**config.mk**
```make
export PLATFORM = sky130hd
export DESIGN_NAME = digit_serial_add
export DESIGN_NICKNAME = d
export VERILOG_FILES = /design/src/rtl/digit_serial_add.sv
export SDC_FILE = /design/constraint.sdc
export NUM_CORES = 1
export LEC_CHECK = 0
export ABC_AREA = 1
export BUFFER_PORTS_ARGS = -buffer_cell sky130_fd_sc_hd__buf_2
export CORE_AREA = 4 4 64 66
export DETAILED_ROUTE_END_ITERATION = 10
export DIE_AREA = 0 0 68 70
export PLACE_DENSITY_LB_ADDON = 0.08
export SLEW_MARGIN = 15
export SYNTH_ARGS = -nofsm -noshare
export SYNTH_HDL_FRONTEND = slang
export SYNTH_SLANG_ARGS = --single-unit
```
**constraint.sdc**
```tcl
create_clock -name clk -period 1.2 [get_ports clk]
set_input_delay 0.12 -clock clk [delete_from_list [all_inputs] [get_ports clk]]
set_output_delay 0.12 -clock clk [all_outputs]
set_load 0.005 [all_outputs]
```
**src/rtl/digit_serial_add.sv**
```systemverilog
// Digit-serial unsigned adder: walks 2-bit digits of a and b through an external 2-bit full adder, LSD first.
// Optional macro DIGIT_SERIAL_ADD_OVF_EN adds a two's-complement overflow flag output (ovf).
module digit_serial_add #(
  parameter int DIGITS = 4
) (
  input  logic                clk,
  input  logic                rst,
  input  logic                in_valid,
  output logic                in_ready,
  input  logic [2*DIGITS-1:0] a,
  input  logic [2*DIGITS-1:0] b,
  input  logic                cin,
  output logic [1:0]          add_x,
  output logic [1:0]          add_y,
  output logic                add_cin,
  input  logic [1:0]          add_s,
  input  logic                add_cout,
  output logic                out_valid,
  input  logic                out_ready,
  output logic [2*DIGITS-1:0] sum,
  output logic                cout
`ifdef DIGIT_SERIAL_ADD_OVF_EN
  ,
  output logic                ovf
`endif
);

  localparam int W  = 2 * DIGITS;
  localparam int IW = (DIGITS > 1) ? $clog2(DIGITS) : 1;
  localparam logic [IW-1:0] LAST = IW'(DIGITS - 1);

  typedef enum logic [1:0] {
    IDLE,
    RUN,
    DONE
  } state_t;

  state_t        state;
  logic [W-1:0]  a_reg;
  logic [W-1:0]  b_reg;
  logic          carry;
  logic [IW-1:0] idx;
  logic [IW:0]   bit_pos;

  // Bit offset of the current digit, i.e. 2*idx.
  assign bit_pos = {idx, 1'b0};

  // The external adder only sees live operands while a digit is being processed.
  always_comb begin
    add_x   = 2'b00;
    add_y   = 2'b00;
    add_cin = 1'b0;
    if (state == RUN) begin
      add_x   = a_reg[bit_pos +: 2];
      add_y   = b_reg[bit_pos +: 2];
      add_cin = carry;
    end
  end

  always_ff @(posedge clk or posedge rst) begin
    if (rst) begin
      state     <= IDLE;
      in_ready  <= 1'b1;
      out_valid <= 1'b0;
      a_reg     <= '0;
      b_reg     <= '0;
      carry     <= 1'b0;
      idx       <= '0;
      sum       <= '0;
      cout      <= 1'b0;
`ifdef DIGIT_SERIAL_ADD_OVF_EN
      ovf       <= 1'b0;
`endif
    end else begin
      case (state)
        IDLE: begin
          if (in_valid) begin
            a_reg    <= a;
            b_reg    <= b;
            carry    <= cin;
            idx      <= '0;
            sum      <= '0;
            in_ready <= 1'b0;
            state    <= RUN;
          end
        end
        RUN: begin
          sum[bit_pos +: 2] <= add_s;
          carry             <= add_cout;
          idx               <= idx + 1'b1;
          if (idx == LAST) begin
            cout      <= add_cout;
            out_valid <= 1'b1;
            state     <= DONE;
`ifdef DIGIT_SERIAL_ADD_OVF_EN
            // add_s[1] is the final sum MSB, written on this same edge.
            ovf       <= (a_reg[W-1] == b_reg[W-1]) && (add_s[1] != a_reg[W-1]);
`endif
          end
        end
        DONE: begin
          if (out_ready) begin
            out_valid <= 1'b0;
            in_ready  <= 1'b1;
            state     <= IDLE;
          end
        end
        default: begin
          out_valid <= 1'b0;
          in_ready  <= 1'b1;
          state     <= IDLE;
        end
      endcase
    end
  end

endmodule

```
## Word-level counts from Yosys, hierarchy flattened

Cells that the tools add are included.

| word-level totals | value |
|---|---|
| register bits after elaboration | 32 |
| latch bits | 0 |
| bits in writable memories | 0 |
| bits in read-only memories | 0 |
| input bits | 24 |
| output and inout bits | 16 |
| logic and storage cells | 51 |
| memories | 0 |

| operators by class | value |
|---|---|
| $add $sub $neg | 2 |
| multipliers | 0 |
| div/mod/pow operators | 0 |
| magnitude comparators | 0 |
| equal/unequal tests | 6 |
| shift-type cells | 4 |
| multiplexer cells | 20 |
| bitwise logic cells | 2 |
| reductions and logical operators | 8 |

Operator list:

| operator | count |
|---|---|
| 8-bit case mux with 2 select lines | 1 |
| 8-bit by 4-bit indexed part select with 2-bit output | 2 |
| 2-bit two-way mux | 6 |
| 3-bit AND reduction | 3 |
| 8-bit bitwise mux | 1 |
| 8-bit two-way mux | 1 |
| 2-bit by 5-bit variable shift with 8-bit output (first input constant) | 1 |
| 2-bit by 5-bit indexed part select with 8-bit output | 1 |
| 1-bit two-way mux | 6 |
| 1-bit case mux with 3 select lines | 2 |
| 2-bit case mux with 3 select lines | 1 |
| 2-bit AND reduction | 3 |
| 3-bit negator with 5-bit output | 1 |
| 2-bit equality test (second input constant) | 2 |
| 2-bit != test (second input constant) | 2 |
| 2-bit case mux with 2 select lines | 1 |
| 2-bit by 1-bit adder with 2-bit output (second input constant) | 1 |
| 2-bit by 1-bit equality test with 1-bit output (second input constant) | 1 |
| 2-bit zero test | 1 |
| 2-bit by 1-bit != test with 1-bit output (second input constant) | 1 |
| 1-bit NOT | 2 |
| 1-bit case mux with 2 select lines | 1 |
| 2-bit nonzero test | 1 |

## Depth between registers and ports, before layout

Gate-level depths: netlist of run 1.

| logic depth | value |
|---|---|
| depth in word-level cells | 4 |
| gate-level depth with buffers | 7 |
| depth with buffers taken out | 6 |

## Worst setup path after synthesis of run 1

Ideal clock, no wire load.

| path | value |
|---|---|
| path type | register to register |
| start | register idx[0] |
| end | register sum[6] |
| library setup time | 0.083 ns |
| data arrival time | 1.265 ns |
| data required time | 1.117 ns |
| slack | -0.148 ns |
| cell stages (with the launch flop) | 6 |
| path buffers | 1 |
| clock period less this slack | 1.348 ns |
| path through | dfrtp_1 > inv_1 > buf_2 > ha_1 > nand3b_1 > o21ai_0 |

| on the way | value |
|---|---|
| longest elaborated chain between the ends | 4 |
| elaborated cells on any way between the ends | 5 |
| classes of those cells | add/sub (1); shift (2); mux (2) |

RTL lines:

| element | line | RTL |
|---|---|---|
| start, declared | 42 | `logic [IW-1:0] idx;` |
| start signal, assigned | 90 | `idx <= idx + 1'b1;` |
| 3-bit negator with 5-bit output * | 88 | `sum[bit_pos +: 2] <= add_s;` |
| 2-bit by 5-bit indexed part select with 8-bit output or 2-bit by 5-bit variable shift with 8-bit output (tied branches) | 88 |  |
| 8-bit bitwise mux * | 88 |  |
| 8-bit case mux with 2 select lines * | 75 | `case (state)` |
| end signal, assigned by index | 88 |  |
| end, declared | 20 | `output logic [2*DIGITS-1:0] sum,` |

Mark *: on every way between the ends. The rest lies on a longest branch, timed or not.
A chain may end at the register's enable or synchronous reset.

## Worst setup path in the final report of run 1

| path | value |
|---|---|
| start | register idx[0] |
| end | output add_y[0] |

| on the way | value |
|---|---|
| longest elaborated chain between the ends | 2 |

RTL lines:

| element | line | RTL |
|---|---|---|
| 8-bit by 4-bit indexed part select with 2-bit output | 55 | `add_y = b_reg[bit_pos +: 2];` |
| 2-bit two-way mux | 53 | `if (state == RUN) begin` |
| end, declared | 14 | `output logic [1:0] add_y,` |

Every way passes these cells.

==> results of run 1 <==
## what timing repair did
item / 4_1_cts / 5_1_grt
endpoints found under the setup margin: 6 / 31
pin swaps: 3 / 6
endpoints found under the hold margin: 46 / 0
gates resized for setup: 13 / 65
gates cloned: 1 / 4
hold buffers: 16 / 0
buffers inserted: 4 / 4
## stage by stage
stage | cells | cell area (um2) | total power, uW | utilization (%) | setup WS [ns]
4_1_cts | 306 | 2180 | 5200 | 60.9 | -0.291
2_1_floorplan | 188 | 1570 | 3270 | - | 0.00312
6_report | 313 | 2440 | 6000 | 68.2 | -0.311
5_1_grt | 313 | 2440 | 6420 | 68.2 | -0.397
3_5_place_dp | 277 | 1860 | 4010 | 52.0 | 0.0103
3_3_place_gp | 277 | 1860 | 3940 | 52.0 | 0.0771
## critical path, cell delays in order (launching register included)
cell and delay [ns]:
dfrtp_1 0.42, inv_2 0.08, buf_6 0.14, nand2_1 0.07, nand3_2 0.07, a21oi_2 0.15, buf_2 0.14
## routing by layer
| layer | global-route usage [%] | vias to the layer above | part of all wire [%] |
|---|---|---|---|
| li1 | - | 750 | - |
| met1 | 21.4 | 735 | 39 |
| met2 | 31.2 | 37 | 55 |
| met3 | 3.38 | 11 | 3.6 |
| met4 | 7.06 | 0 | 2.3 |
| met5 | 0 | - | 0 |
## report_power, final
| group | total [uW] | internal [uW] | switching (uW) |
|---|---|---|---|
| Clock | 938 | 553 | 385 |
| Sequential | 1760 | 1550 | 212 |
| Combinational | 3300 | 1470 | 1840 |
## worst paths after layout
path | endpoint | cells past startpoint
setup / recovery | add_y[0] | 6
hold / removal | b_reg[3] | 3
setup reg to reg | sum[6] | 5
hold reg to reg | in_ready | 2
max in group asynchronous | in_ready | 4
min in group asynchronous | out_valid | 3
## final cells by class
class / instances / share of cell area, %
Tap cell: 48 / 2.46
Sequential cell: 32 / 32.9
Multi-Input combinational cell: 125 / 32.6
Clock buffer: 7 / 2.67
Inverter: 26 / 4.21
Clock inverter: 1 / 1.23
Timing Repair Buffer: 74 / 23.9
## cells in the final DEF, fill, tap and decap left out, types with 2 or more instances in the layout
| master | instances |
|---|---|
| a21oi_2 | 3 |
| buf_12 | 2 |
| buf_2 | 39 |
| buf_4 | 9 |
| buf_6 | 5 |
| clkbuf_16 | 2 |
| clkbuf_4 | 5 |
| clkbuf_8 | 2 |
| dfrtp_1 | 30 |
| dlygate4sd3_1 | 16 |
| ha_1 | 4 |
| inv_1 | 21 |
| inv_2 | 4 |
| nand2_1 | 38 |
| nand2_2 | 14 |
| nand2_4 | 7 |
| nand3_1 | 18 |
| nand3_2 | 4 |
| nor2_2 | 3 |
| nor2_4 | 3 |
| o21ai_0 | 3 |
| o21ai_1 | 14 |
| o21ai_2 | 6 |
## kinds of logic after synthesis
logic type | after synthesis | synth area share [%]
AND/OR/NAND/NOR | 89 | 24.7
buffers and inverters | 32 | 9.18
flip-flops | 32 | 51.6
AO/OA/AOI/OAI | 29 | 9.66
adder cells (fa/ha/maj) | 6 | 4.83
==> run metrics, run 1 <==
Synth Register Bits=32; Clk Latency, worst-skew pair=0.34 ns; CP Capture Type=output pin; fraction of registers with async set or reset after synthesis=100%; first-pass GRT wire length=6.69 mm; synth cell count leaders=nand2_1, dfrtp_1, inv_1, o21ai_0, nand3_1; synthesis-to-layout area growth=57.0%; post-route setup slack=-0.311 ns; Clock Sinks=32; # fillers=301; die area=4760 um2; Setup crit start kind=flip-flop; DRT antenna net count=0; worst min path class=input pin to flip-flop; Top FF cell, synth=dfrtp_1; Setup Skew=0.00236 ns; worst hold start=b[3]; CP arrival=1.39 ns; area leader, netlist=dfrtp_1; vias in the first global route=~1600; share of layout cells above drive strength 1=between 40% and 50%; clock-pin slew on the worst setup and hold paths=around 0.10 ns; Netlist cell types=19; pwr/cell area=~2500 nW/um2; synth warn=0; H-tree levels=2; root buf cell=clkbuf_4; Initial DRC Count=38; sum of negative setup slack=-2.54 ns; Slew headroom=approximately four fifths; Via density=roughly 4.9; cells after synthesis=188; initial antenna violation count=0; fin. max-slew vios=0; clk buf depth=2; DRT Pass-1 Iters=4; Final nets=294; failing checks=negative setup slack; Final Hold Viols=0; Die Y=70 um; GRT Total Usage=18.0%; maximum VDD drop=~1.4 mV; kind of critical path=flip-flop to output pin; Seq/Total Area, Yosys=51.6%; Horiz. Die Dim=68 um; final setup fails=30; Tightest Pin Transition=0.280 ns; number of cell rows=22; R2R Setup Slk=-0.12 ns; largest net degree at the start of global routing=34; WHS=between 0.006 and 0.007 ns; Critical Path RT=roughly 1.1 ns; CORE AREA=approximately 3600 um2; final WL=4.20 mm; RSZ-0062 raised after global routing=true; Port-buffer cells=39; syn_area_per_cell=8.27 um2; most common cell in the netlist=nand2_1; reg2reg start=idx[0]; n_diodes=0; DR DRC count=0; gr ovfl total=0; total number of vias=1533; area occupied by multi-input gates=795 um2; Storage cell area=803 um2; IO Pins=40; top cells by area, synth=dfrtp_1, nand2_1, o21ai_0; Syn Std Cell Area=1550 um2; Synth top area share=49.9%; Max Cap Viol=0; Routability Congestion=0.857; CTS Buf Count=5; Tcrit/Tclk final=126%; DP HPWL=~2.6 mm; starting density of the core=43.4%; status=finished, violations left; Mapped Nets=~220; CP Max Fanout=5; P_leak=0.00126 uW; Post-synth EDFFs=0; DR WL/cell=13.4 um; crit path launch=idx[0]; fmax=roughly 0.66 GHz; Final min period=1.51 ns; CTS tree=yes
Note: power is estimated with default switching activity, not from simulation.
==> run 2, diff against run 1 <==
--- a/config.mk
+++ b/config.mk
@@ -11,6 +11,7 @@
 export DETAILED_ROUTE_END_ITERATION = 10
 export DIE_AREA = 0 0 68 70
 export PLACE_DENSITY_LB_ADDON = 0.08
+export SETUP_SLACK_MARGIN = 0.2
 export SLEW_MARGIN = 15
 export SYNTH_ARGS = -nofsm -noshare
 export SYNTH_HDL_FRONTEND = slang
==> run metrics, run 2 (synthesis results as in run 1) <==
Port-buffer cells=39; synthesis-to-layout area growth=74.4%; Clk Latency, worst-skew pair=0.34 ns; Cell Count Post-Placement=276; Initial DRC Count=72; Slowest-stage cell, CP=dfrtp_1; first-pass GRT wire length=6.84 mm; Horiz. Die Dim=roughly 68 um; DRT Pass-1 Iters=4; fin. max-slew vios=0; H-tree levels=2; reg2reg end=sum[7]; CORE AREA=about 3600 um2; DR DRC count=0; crit-path cells=inv_2 > buf_12 > nand2_2 > nand3_2 > a21oi_2 > buf_2; IO Pins=40; worst min path class=input pin to flip-flop; WHS Path Cells=3; Critical Path RT=1.08 ns; most frequent cells in the layout=buf_2, dfrtp_1, nand2_2; status=finished, violations left; crit-path leading delay family=flip-flops; GRT Total Usage=about a fifth; pwr/cell area=roughly 2500 nW/um2; n_diodes=0; post-route setup slack=-0.273 ns; Routability Congestion=0.817; vias in the first global route=1542; share of layout cells above drive strength 1=52.0%; R2R Setup Slk=-0.25 ns; Setup crit start kind=flip-flop; reg2reg start=idx[0]; Slew headroom=74.4%; Tcrit/Tclk final=123%; die area=about 4800 um2; DRT antenna net count=0; Tightest Pin Transition=0.383 ns; CTS tree=yes; Reg2Reg Depth=6; pre-CTS setup slack=0.0272 ns; Via density=about 4.8; Clock Sinks=32; maximum VDD drop=1.19 mV; starting density of the core=43.4%; commonest non-fill, non-tap cell in the layout=buf_2; Setup Skew=slightly above 0.01 ns; DP HPWL=2.49 mm; root buf cell=clkbuf_4; total number of vias=1587; worst hold start=add_cout; worst hold path endpoint=carry; crit-path max cell delay=0.40 ns; Final nets=a little over 300; CP Max Fanout=9; clk buf depth=2; DR WL/cell=13.4 um; CP Capture Type=output pin; RSZ-0062 raised after global routing=true; Final min period=1.47 ns; number of buffers and inverters on the critical path=3; P_leak=0.00136 uW; Final Hold Viols=0; number of cell rows=22; final setup fails=32; CTS Buf Count=5; largest net degree at the start of global routing=17; clock-pin slew on the worst setup and hold paths=about 0.11 ns; initial antenna violation count=0; Max Cap Viol=0; gr ovfl total=0; failing checks=negative setup slack; Post-Layout Cell Count=329; CP arrival=between 1 and 1.5 ns; Die Y=70 um; kind of critical path=flip-flop to output pin; fmax=between 0.6 and 0.7 GHz; final WL=4.41 mm
## run 2: changes by cell type in the layout (fill, tap and decap cells not counted), sizes merged
cell and change:
nand2 -1, clkbuf -1, dlygate4sd3 +3, buf +15
## run 2: metal layers
layer | GRT usage, % | vias up | part of all wire [%]
li1 | - | 782 | -
met1 | 21.2 | 755 | 39
met2 | 32.3 | 41 | 54
met3 | 6.59 | 9 | 4.6
met4 | 5.74 | 0 | 2.2
met5 | 0 | - | 0
## run 2: metrics by stage
stage                     util, %  cell area (um2)  total power, uW  setup TNS, ns  hold slack (ns)
after floorplan                 -             1580             3290              0            0.216
after global placement       51.8             1850             3960              0           0.0960
after detailed placement     51.8             1850             4020              0            0.112
after CTS                    67.5             2420             5850          -1.48          0.00387
after global routing         75.7             2710             7270          -6.00           0.0135
final                        75.7             2710             6790          -4.04          0.00891
## run 2: final cells by class
type / instances / area [um2]
multi-input cells: 124 / 853
well taps: 48 / 60.1
flip-flops and latches: 32 / 803
clock buffers: 7 / 65.1
repair buffers: 91 / 796
fillers: 255 / 868
clock inverters: 1 / 30.0
inverters: 26 / 103
## run 2: where the power goes
part,internal (uW),switching [uW],leakage (uW)
registers,1540,199,0.000403
clock network,553,387,0.0000515
logic,2010,2100,0.000903
## run 2: worst max path at each step
stage          startpoint       end  slack [ns]  cells after the start
3_3_place_gp       idx[1]    sum[7]        0.07                      4
2_1_floorplan      idx[0]    sum[6]        0.02                      5
4_1_cts            idx[0]  add_y[0]       -0.26                      6
6_report           idx[0]  add_y[0]       -0.27                      6
3_5_place_dp       idx[1]    sum[7]        0.03                      4
5_1_grt            idx[0]  add_y[0]       -0.36                      6
## run 2: repair_timing
item | 4_1_cts | 5_1_grt
gates cloned | 2 | 1
hold endpoints to repair | 24 | 1
setup endpoints to repair | 38 | 44
pin swaps | 7 | 18
gates resized for setup | 52 | 50
buffers inserted | 10 | 13
hold buffers | 18 | 1
## run 2: worst reg2reg max path: cells and delay by family (launching register included)
family | cells | cell delay, ns
simple gates | 1 | 0.19
buf+inv | 3 | 0.33
fa+ha+maj | 1 | 0.28
flops | 1 | 0.40
compound gates | 1 | 0.18
==> run 3, diff against run 2 <==
==> constraint.sdc (replaced) <==
create_clock -name clk -period 1.5 [get_ports clk]
set_input_delay 0.15 -clock clk [delete_from_list [all_inputs] [get_ports clk]]
set_output_delay 0.15 -clock clk [all_outputs]
set_load 0.005 [all_outputs]
==> run metrics, run 3 (synthesis results as in run 1) <==
status=complete, no violations; GR Util met1=21.1%; crit-path leading delay family=flip-flops; most frequent cells in the layout=nand2_1, buf_2, dfrtp_1; Final min period=1.45 ns; pwr/cell area=2020 nW/um2; GRT busiest layer=met2; commonest non-fill, non-tap cell in the layout=nand2_1; clock-pin slew on the worst setup and hold paths=0.10 ns; Setup crit start kind=flip-flop; Routability Congestion=between 0.7 and 0.8; vias in the first global route=between 1000 and 1500; fin. max-slew vios=0; RSZ-0062 raised after global routing=true; DP HPWL=2.43 mm; GRT Total Usage=16.0%; Via density=about 4.8; Final Power=around 4200 uW; Slew headroom=between 70 and 80%; worst min path class=input pin to flip-flop; area occupied by multi-input gates=688 um2; crit-path max cell delay=0.39 ns; Slowest-stage cell, CP=dfrtp_1; n_diodes=0; Tcrit/Tclk final=96.4%; DR DRC count=0; crit-path cells=inv_2 > buf_4 > nand2_1 > nand3_1 > a21oi_1 > buf_2; root buf cell=clkbuf_4; starting density of the core=43.4%; final setup fails=0; Final nets=roughly 270; sum of negative setup slack=0 ns; CTS tree=yes; gr ovfl total=0; H-tree levels=2; Horiz. Die Dim=slightly below 70 um; Clk Latency, worst-skew pair=about 0.33 ns; total number of vias=1388; # fillers=361; Reg2Reg Depth=5; Die Y=70 um; Port-buffer cells=39; Final Hold Viols=0; initial antenna violation count=0; kind of critical path=flip-flop to output pin; worst hold path endpoint=b_reg[6]; clk buf depth=2; first-pass GRT wire length=around 5.9 mm; P_leak=0.00108 uW; reg2reg end=sum[7]; share of layout cells above drive strength 1=about 37%; number of buffers and inverters on the critical path=3; maximum VDD drop=0.970 mV; Critical Path RT=1.35 ns; R2R Setup Slk=0.25 ns; Tightest Pin Transition=0.393 ns; CP arrival=1.30 ns; Setup Skew=0.00645 ns; largest net degree at the start of global routing=34; CP Capture Type=output pin; final WL=3.49 mm; synthesis-to-layout area growth=32.7%; CP Max Fanout=4; met2 GRT Util=23.9%; DRT Pass-1 Iters=5; reg2reg start=idx[0]; M3 GR Usage=under 10%; die area=4760 um2; fmax=0.692 GHz; Initial DRC Count=52; WHS Path Cells=3; worst hold start=b[6]; CTS Buf Count=5; number of cell rows=22; DR WL/cell=11.9 um; Clock Sinks=32; IO Pins=40; Storage cell area=803 um2; Max Cap Viol=0; CORE AREA=3580 um2; DRT antenna net count=0
run 3: cell count changes in the layout (fill, tap and decap cells not counted), moves of 8 or more:
cell	delta
buf_6	-8
dlygate4sd3_1	-17
nand2_1	+25
nand2_2	-21
o21ai_0	+18
o21ai_1	-10
o21ai_2	-8
run 3: report_power, final:
group	internal [uW]	switching [uW]
sequential	1240	160
combinational	849	1200
clock	442	285
run 3: per-stage QoR:
step / hold WS [ns] / instance area (um2) / worst slack (ns) / cells / utilization [%]
final: 0.0208 / 2060 / 0.0544 / 292 / 57.6
after detailed placement: 0.251 / 1810 / 0.175 / 274 / 50.7
after global routing: 0.00221 / 2060 / -0.0404 / 292 / 57.6
after floorplan: 0.246 / 1570 / 0.213 / 188 / -
after global placement: 0.250 / 1810 / 0.246 / 274 / 50.7
after CTS: 0.00526 / 1980 / 0.0328 / 289 / 55.4
run 3: worst max-delay path by stage:
stage	start	to	slack, ns	depth (start not counted)
2_1_floorplan	idx[0]	sum[6]	0.21	5
6_report	idx[0]	add_x[0]	0.05	6
3_3_place_gp	idx[1]	sum[7]	0.25	4
5_1_grt	idx[0]	add_x[0]	-0.04	6
3_5_place_dp	idx[1]	sum[7]	0.17	4
4_1_cts	idx[0]	add_x[1]	0.03	5
run 3: area by class of cell:
type | instances | share of cell area, %
Clock buffer | 7 | 3.16
Clock inverter | 1 | 1.46
Inverter | 26 | 4.98
Multi-Input combinational cell | 125 | 33.4
Sequential cell | 32 | 39.0
Tap cell | 48 | 2.91
Timing Repair Buffer | 53 | 15.2
run 3: tightest hold or removal path: stages:
cell	delay, ns
buf_2	0.07
nand2_1	0.04
o21ai_0	0.05
run 3: routing by layer:
metal / part of all wire [%] / vias to the layer above
li1: - / 701
met1: 47 / 642
met2: 45 / 39
met3: 6.6 / 6
met4: 1.3 / 0
met5: 0 / -
run 3: what timing repair did:
item / 4_1_cts / 5_1_grt
cloned: 0 / 2
endpoints found under the setup margin: 9 / 31
setup buffers: 5 / 1
gates resized for setup: 6 / 27
hold buffers: 2 / 0
pin swaps: 0 / 6
endpoints found under the hold margin: 32 / 0
